File: config.mk
export PLATFORM = sky130hd
export DESIGN_NAME = lane_unpacker
export DESIGN_NICKNAME = d
export VERILOG_FILES = /design/src/rtl/lane_unpacker.sv
export SDC_FILE = /design/constraint.sdc
export NUM_CORES = 1
export LEC_CHECK = 0
export ABC_AREA = 1
export CAP_MARGIN = 40
export CORE_MARGIN = 1.5
export CORE_UTILIZATION = 51
export DETAILED_ROUTE_END_ITERATION = 8
export HOLD_SLACK_MARGIN = 0.05
export PLACE_DENSITY = 0.84
export SKIP_CTS_REPAIR_TIMING = 1
export SYNTH_ARGS = -nofsm -noshare
export SYNTH_HDL_FRONTEND = slang
export SYNTH_SLANG_ARGS = --single-unit
export TNS_END_PERCENT = 1
File: constraint.sdc
create_clock -name clk -period 2.3 [get_ports clk]
set_clock_uncertainty 0.2 [all_clocks]
set_input_delay 0.23 -clock clk [delete_from_list [all_inputs] [get_ports clk]]
set_output_delay 0.23 -clock clk [all_outputs]
set_load 0.02 [all_outputs]
File: src/rtl/lane_unpacker.sv
// lane_unpacker: splits a packed NUM_LANES x LANE_W word into one lane per cycle,
// checks the lane-0 header and keeps a saturating count of bad-header words.
// Optional feature: define LANE_UNPACKER_SKIP_ZERO_EN to suppress all-zero lanes
// above lane 0. The default build emits every lane.
module lane_unpacker #(
  parameter int unsigned LANE_W    = 12,
  parameter int unsigned NUM_LANES = 3,
  parameter int unsigned IDX_W     = 2
) (
  input  logic                        clk,
  input  logic                        rst_n,
  input  logic                        in_valid,
  output logic                        in_ready,
  input  logic [NUM_LANES*LANE_W-1:0] in_data,
  output logic                        out_valid,
  input  logic                        out_ready,
  output logic [LANE_W-1:0]           out_lane,
  output logic [IDX_W-1:0]            out_idx,
  output logic                        out_last,
  output logic                        out_hdr_err,
  output logic [7:0]                  err_cnt
);

  localparam int unsigned DATA_W = NUM_LANES * LANE_W;
  localparam int unsigned CNT_W  = IDX_W + 1;

  typedef enum logic {
    IDLE = 1'b0,
    SEND = 1'b1
  } state_t;

  state_t                state_q, state_d;
  logic [DATA_W-1:0]     word_q, word_d;
  logic [LANE_W-1:0]     lane_q, lane_d;
  logic [IDX_W-1:0]      idx_q, idx_d;
  logic                  last_q, last_d;
  logic                  hdr_err_q, hdr_err_d;
  logic [7:0]            err_cnt_q, err_cnt_d;

  logic [NUM_LANES-1:0]  cap_mask;
  logic [NUM_LANES-1:0]  word_mask;
  logic                  cap_last;
  logic [IDX_W-1:0]      adv_idx;
  logic                  adv_last;
  logic [LANE_W-1:0]     adv_lane;
  logic                  hdr_bad;
  logic                  out_accept;
  logic                  word_done;
  logic                  capture;

  // First emitted lane above 'from' according to the emit mask; NUM_LANES if none.
  function automatic logic [CNT_W-1:0] next_idx(input logic [NUM_LANES-1:0] mask,
                                                 input logic [IDX_W-1:0]     from);
    next_idx = CNT_W'(NUM_LANES);
    for (int k = int'(NUM_LANES) - 1; k >= 1; k--) begin
      if (k > int'(from) && mask[k]) next_idx = CNT_W'(k);
    end
  endfunction

  // Which lanes of the incoming and captured words get emitted.
  always_comb begin
    cap_mask  = '1;
    word_mask = '1;
`ifdef LANE_UNPACKER_SKIP_ZERO_EN
    for (int k = 1; k < int'(NUM_LANES); k++) begin
      cap_mask[k]  = |in_data[k*LANE_W +: LANE_W];
      word_mask[k] = |word_q[k*LANE_W +: LANE_W];
    end
`endif
  end

  // Lane sequencing, header check and handshake decode.
  always_comb begin
    cap_last   = (next_idx(cap_mask, '0) == CNT_W'(NUM_LANES));
    adv_idx    = IDX_W'(next_idx(word_mask, idx_q));
    adv_last   = (next_idx(word_mask, adv_idx) == CNT_W'(NUM_LANES));
    adv_lane   = word_q[int'(adv_idx)*LANE_W +: LANE_W];
    hdr_bad    = !((in_data[LANE_W-1 -: 2] == 2'b00) && in_data[LANE_W-3]);
    out_accept = (state_q == SEND) && out_ready;
    word_done  = out_accept && last_q;
    in_ready   = (state_q == IDLE) || word_done;
    capture    = in_valid && in_ready;
  end

  // Next-state for the FSM, output registers and error counter.
  always_comb begin
    state_d   = state_q;
    word_d    = word_q;
    lane_d    = lane_q;
    idx_d     = idx_q;
    last_d    = last_q;
    hdr_err_d = hdr_err_q;
    err_cnt_d = err_cnt_q;

    if (capture) begin
      state_d   = SEND;
      word_d    = in_data;
      lane_d    = in_data[LANE_W-1:0];
      idx_d     = '0;
      last_d    = cap_last;
      hdr_err_d = hdr_bad;
    end else if (word_done) begin
      state_d   = IDLE;
    end else if (out_accept) begin
      lane_d    = adv_lane;
      idx_d     = adv_idx;
      last_d    = adv_last;
      hdr_err_d = 1'b0;
    end

    if (out_accept && (idx_q == '0) && hdr_err_q && (err_cnt_q != 8'hFF)) begin
      err_cnt_d = err_cnt_q + 8'd1;
    end
  end

  // State and output registers; reset discards any in-flight word.
  always_ff @(posedge clk or negedge rst_n) begin
    if (!rst_n) begin
      state_q   <= IDLE;
      word_q    <= '0;
      lane_q    <= '0;
      idx_q     <= '0;
      last_q    <= 1'b0;
      hdr_err_q <= 1'b0;
      err_cnt_q <= 8'h00;
    end else begin
      state_q   <= state_d;
      word_q    <= word_d;
      lane_q    <= lane_d;
      idx_q     <= idx_d;
      last_q    <= last_d;
      hdr_err_q <= hdr_err_d;
      err_cnt_q <= err_cnt_d;
    end
  end

  assign out_valid   = (state_q == SEND);
  assign out_lane    = lane_q;
  assign out_idx     = idx_q;
  assign out_last    = last_q;
  assign out_hdr_err = hdr_err_q;
  assign err_cnt     = err_cnt_q;

endmodule

==> summary.txt <==
Drt
  – Routed vias: 2,204
  – Final routed DRC violation total: 0
  – First-pass DRT Iterations: 4
  – Detail-routed net length per standard cell: 12.2 um
  – DR top layer: met4
  – DR vias/cell: 4.99
  – Detail Route met3 WL: 289 um
  – Routed WL: 5400 um
  – First-iteration detailed-routing DRC count: 260
  – Metal2 WL: 2460 um
  – Count of antenna-violating nets left after detailed routing: 0
  – Detailed-route wire length on metal 1: 2540 um

Placement
  – PortBufs: 65
  – Pre-CTS worst setup slack: 299 ps
  – GPL Wtd Cong: 0.856
  – Number of placed instances with taps included: 433
  – HPWL after detailed placement: 3810 um

Global routing
  – Number of antenna violations at the first check in global routing: 0
  – First-pass GRT wire length: 9320 um
  – Number of global-route vias before repair: 2,069
  – Maximum number of pins on one net before global-route repair: 49
  – Grt total ovfl: 0
  – Total global routing track utilization: 23.5%

Pwr
  – IR drop worst, VDD: 0.464 mV
  – Fraction of power consumed by combinational cells: 47.3%
  – Net switching fraction of the power: 41.6%
  – Internal cell power: 2130 uW
  – Leakage Power: 0.00167 uW
  – Clk pwr share: 14.1%
  – Power per cell area: 1160 nW/um^2
  – Sequential cell fraction of total power: 38.6%
  – P_sw: 1520 uW

Setup path
  – CP Launch Type: register
  – Worst EP required: 1870 ps
  – Capturing element type of the critical path: output port
  – Slowest cell on crit path: sky130_fd_sc_hd__clkdlybuf4s50_1
  – Ordered cell list for the critical path: nand2_1, nand2_2, clkdlybuf4s50_1
  – Critical path's largest stage delay: 670 ps
  – Top cell family by delay on the critical path: buffers and inverters
  – Crit path DAT: 1700 ps
  – Critical register-to-register path startpoint: out_idx[1]
  – Start-to-end type of the worst setup path: register to output port
  – Critical path peak fanout: 7
  – Beginning of the critical path: out_idx[1]
  – CP Buf/Inv Count: 1

Yosys
  – Synthesized netlist cell count: 325
  – Compound-Gate Fraction of Synth Area: 0.957%
  – Primary flip-flop cell chosen by synthesis mapping: sky130_fd_sc_hd__dfrtp_1
  – Async SR Flop Fraction: 100%
  – Post-synthesis share of cell area spent on and, or, nand and nor gates: 41.0%
  – Area of the mapped netlist: 2350 sq um
  – Sequential area share after synthesis: 51.1%
  – Synthesized-area fraction occupied by adder cells: 0.532%
  – Synth Net Count: 366
  – Largest family of logic cells by synthesized area: simple AND/OR/NAND/NOR gates
  – Count of flip-flops with a built-in enable after synthesis: 0
  – Number of warnings issued by yosys: 0
  – Register bit count reported by yosys: 48
  – Synthesized-area fraction occupied by xor and xnor cells: 1.12%
  – Fraction of synthesized area in multiplexers: 0%
  – Mean post-synth cell area: 7.24 sq um
  – Netlist cell types: 19

Die
  – Total Die Area: 5030 sq um
  – Boundary pin count: 66
  – Total core area: 4380 sq um
  – Die boundary width: 70.9 um
  – Die Y-Extent: 70.9 um
  – Initial Utilization: 53.7%
  – FP Rows: 24

Timing
  – Tmin final: 2130 ps
  – Transition at the pin with the smallest max-transition slack: 374 ps
  – Setup TNS: 0 ps
  – Max Fclk: 0.469 GHz
  – Slew Limit Fails: 0
  – Count of endpoints failing hold in the final timing report: 0
  – Slew margin rel.: 75.1%
  – Final setup violating endpoints: 0
  – Unrepaired setup endpoints after global routing: no
  – Portion of the clock cycle consumed by the worst path in the final layout: 92.7%
  – Final worst slack: 169 ps

CTS
  – CTS tree: yes
  – Root buffer cell: sky130_fd_sc_hd__clkbuf_8
  – Number of H-tree levels: 2
  – Worst-path clk slew: 90 ps
  – Clock insertion delay at the later pin of the skew report: 310 ps
  – Clock buffers created by TritonCTS: 5
  – Count of clock tree sinks: 48
  – Number of buffers on the longest clock path: 2

Cells and area
  – Diodes inserted: 0
  – Count of non-filler cells in the finished layout: 442
  – Layout net count: 430
  – Proportion of layout cells with a drive suffix above 1: 5.13%
  – Area growth, synth to finish: 33.5%

Run status
  – Result of the run: complete, no violations

Job
  – Number of max-capacitance violations reported: 0

Min path
  – Kind of path behind the tightest hold check: input port to asynchronous set/reset pin
## through the flow
| step | utilization (%) | hold WS [ps] | instance area [sq um] | power (uW) |
|---|---|---|---|---|
| 5_1_grt | 71.6 | 258 | 3140 | 3950 |
| 4_1_cts | 71.4 | -295 | 3130 | 3650 |
| 3_5_place_dp | 69.3 | 32.6 | 3040 | 3120 |
| 3_3_place_gp | 69.3 | 30.6 | 3040 | 3070 |
| 6_report | 71.6 | 235 | 3140 | 3650 |
| 2_1_floorplan | - | -266 | 2350 | 2490 |
## layout by cell type (no fill, tap or decap), drive strengths merged
cell type,synthesis,routed
a211oi,1,1
buf,13,7
clkbuf,2,8
clkdlybuf4s50,0,64
dfrtp,48,48
dlygate4sd3,0,1
ha,1,1
inv,12,12
nand2,205,205
nand3,28,28
nor2,8,8
nor3b,1,1
o21ai,3,3
xnor2,2,2
xor2,1,1
## area by class of cell
| cell class | instances | area, sq um |
|---|---|---|
| fill | 359 | 1240 |
| sequential | 48 | 1200 |
| clock buffer | 8 | 90.1 |
| multi-input combinational | 250 | 1030 |
| tap | 52 | 65.1 |
| timing repair buffer | 72 | 713 |
| inverter | 12 | 45.0 |
## layer usage
layer	vias up	track usage, %
li1	1122	-
met1	1006	34.0
met2	66	35.3
met3	10	4.13
met4	0	9.43
met5	-	0
## flip-flops by register name, summed over array words and instances (netlist names)
name,flops
out_hdr_err,1
out_lane,12
out_valid,1
word_q,24
out_idx,2
err_cnt,8
## cell families after synthesis
kind of cell             after synthesis
AO/OA/AOI/OAI                          4
XOR/XNOR                               3
adder cells (fa/ha/maj)                1
buffers and inverters                 27
flip-flops                            48
AND/OR/NAND/NOR                      242
## synthesized netlist by cell type, types with 2 or more instances
master	count	area [sq um]
sky130_fd_sc_hd__nand2_1	202	758
sky130_fd_sc_hd__dfrtp_1	48	1200
sky130_fd_sc_hd__nand3_1	28	140
sky130_fd_sc_hd__buf_2	10	50.1
sky130_fd_sc_hd__inv_1	10	37.5
sky130_fd_sc_hd__nor2_1	6	22.5
sky130_fd_sc_hd__buf_4	3	22.5
sky130_fd_sc_hd__clkbuf_1	2	7.51
sky130_fd_sc_hd__inv_2	2	7.51
sky130_fd_sc_hd__nand2_2	2	12.5
sky130_fd_sc_hd__nor2_2	2	12.5
sky130_fd_sc_hd__o21ai_0	2	10.0
sky130_fd_sc_hd__xnor2_1	2	17.5
## worst paths after layout
| path | end | slack [ps] | depth (start not counted) |
|---|---|---|---|
| min in group clk | word_q[28] | 260 | 3 |
| max reg2reg | out_hdr_err | 480 | 7 |
| min | word_q[17] | 230 | 3 |
| max | in_ready | 170 | 3 |
| min reg2reg | word_q[18] | 290 | 2 |
| max in group asynchronous | word_q[13] | 1450 | 3 |
## power groups by stage
stage / combinational [uW] / sequential (uW) / clock [uW]
CTS: 1720 / 1410 / 524
floorplan: 935 / 1560 / 0
detailed placement: 1700 / 1420 / 0
global route: 1940 / 1450 / 562
global placement: 1670 / 1410 / 0
finish: 1730 / 1410 / 513
## worst register-to-register path: cells and delay by family (launching register included)
kind | cells | cell delay (ps)
flip-flops | 1 | 470
AO/OA/AOI/OAI | 1 | 90
buffers and inverters | 1 | 250
AND/OR/NAND/NOR | 5 | 740
Note: power is estimated with default switching activity, not from simulation.
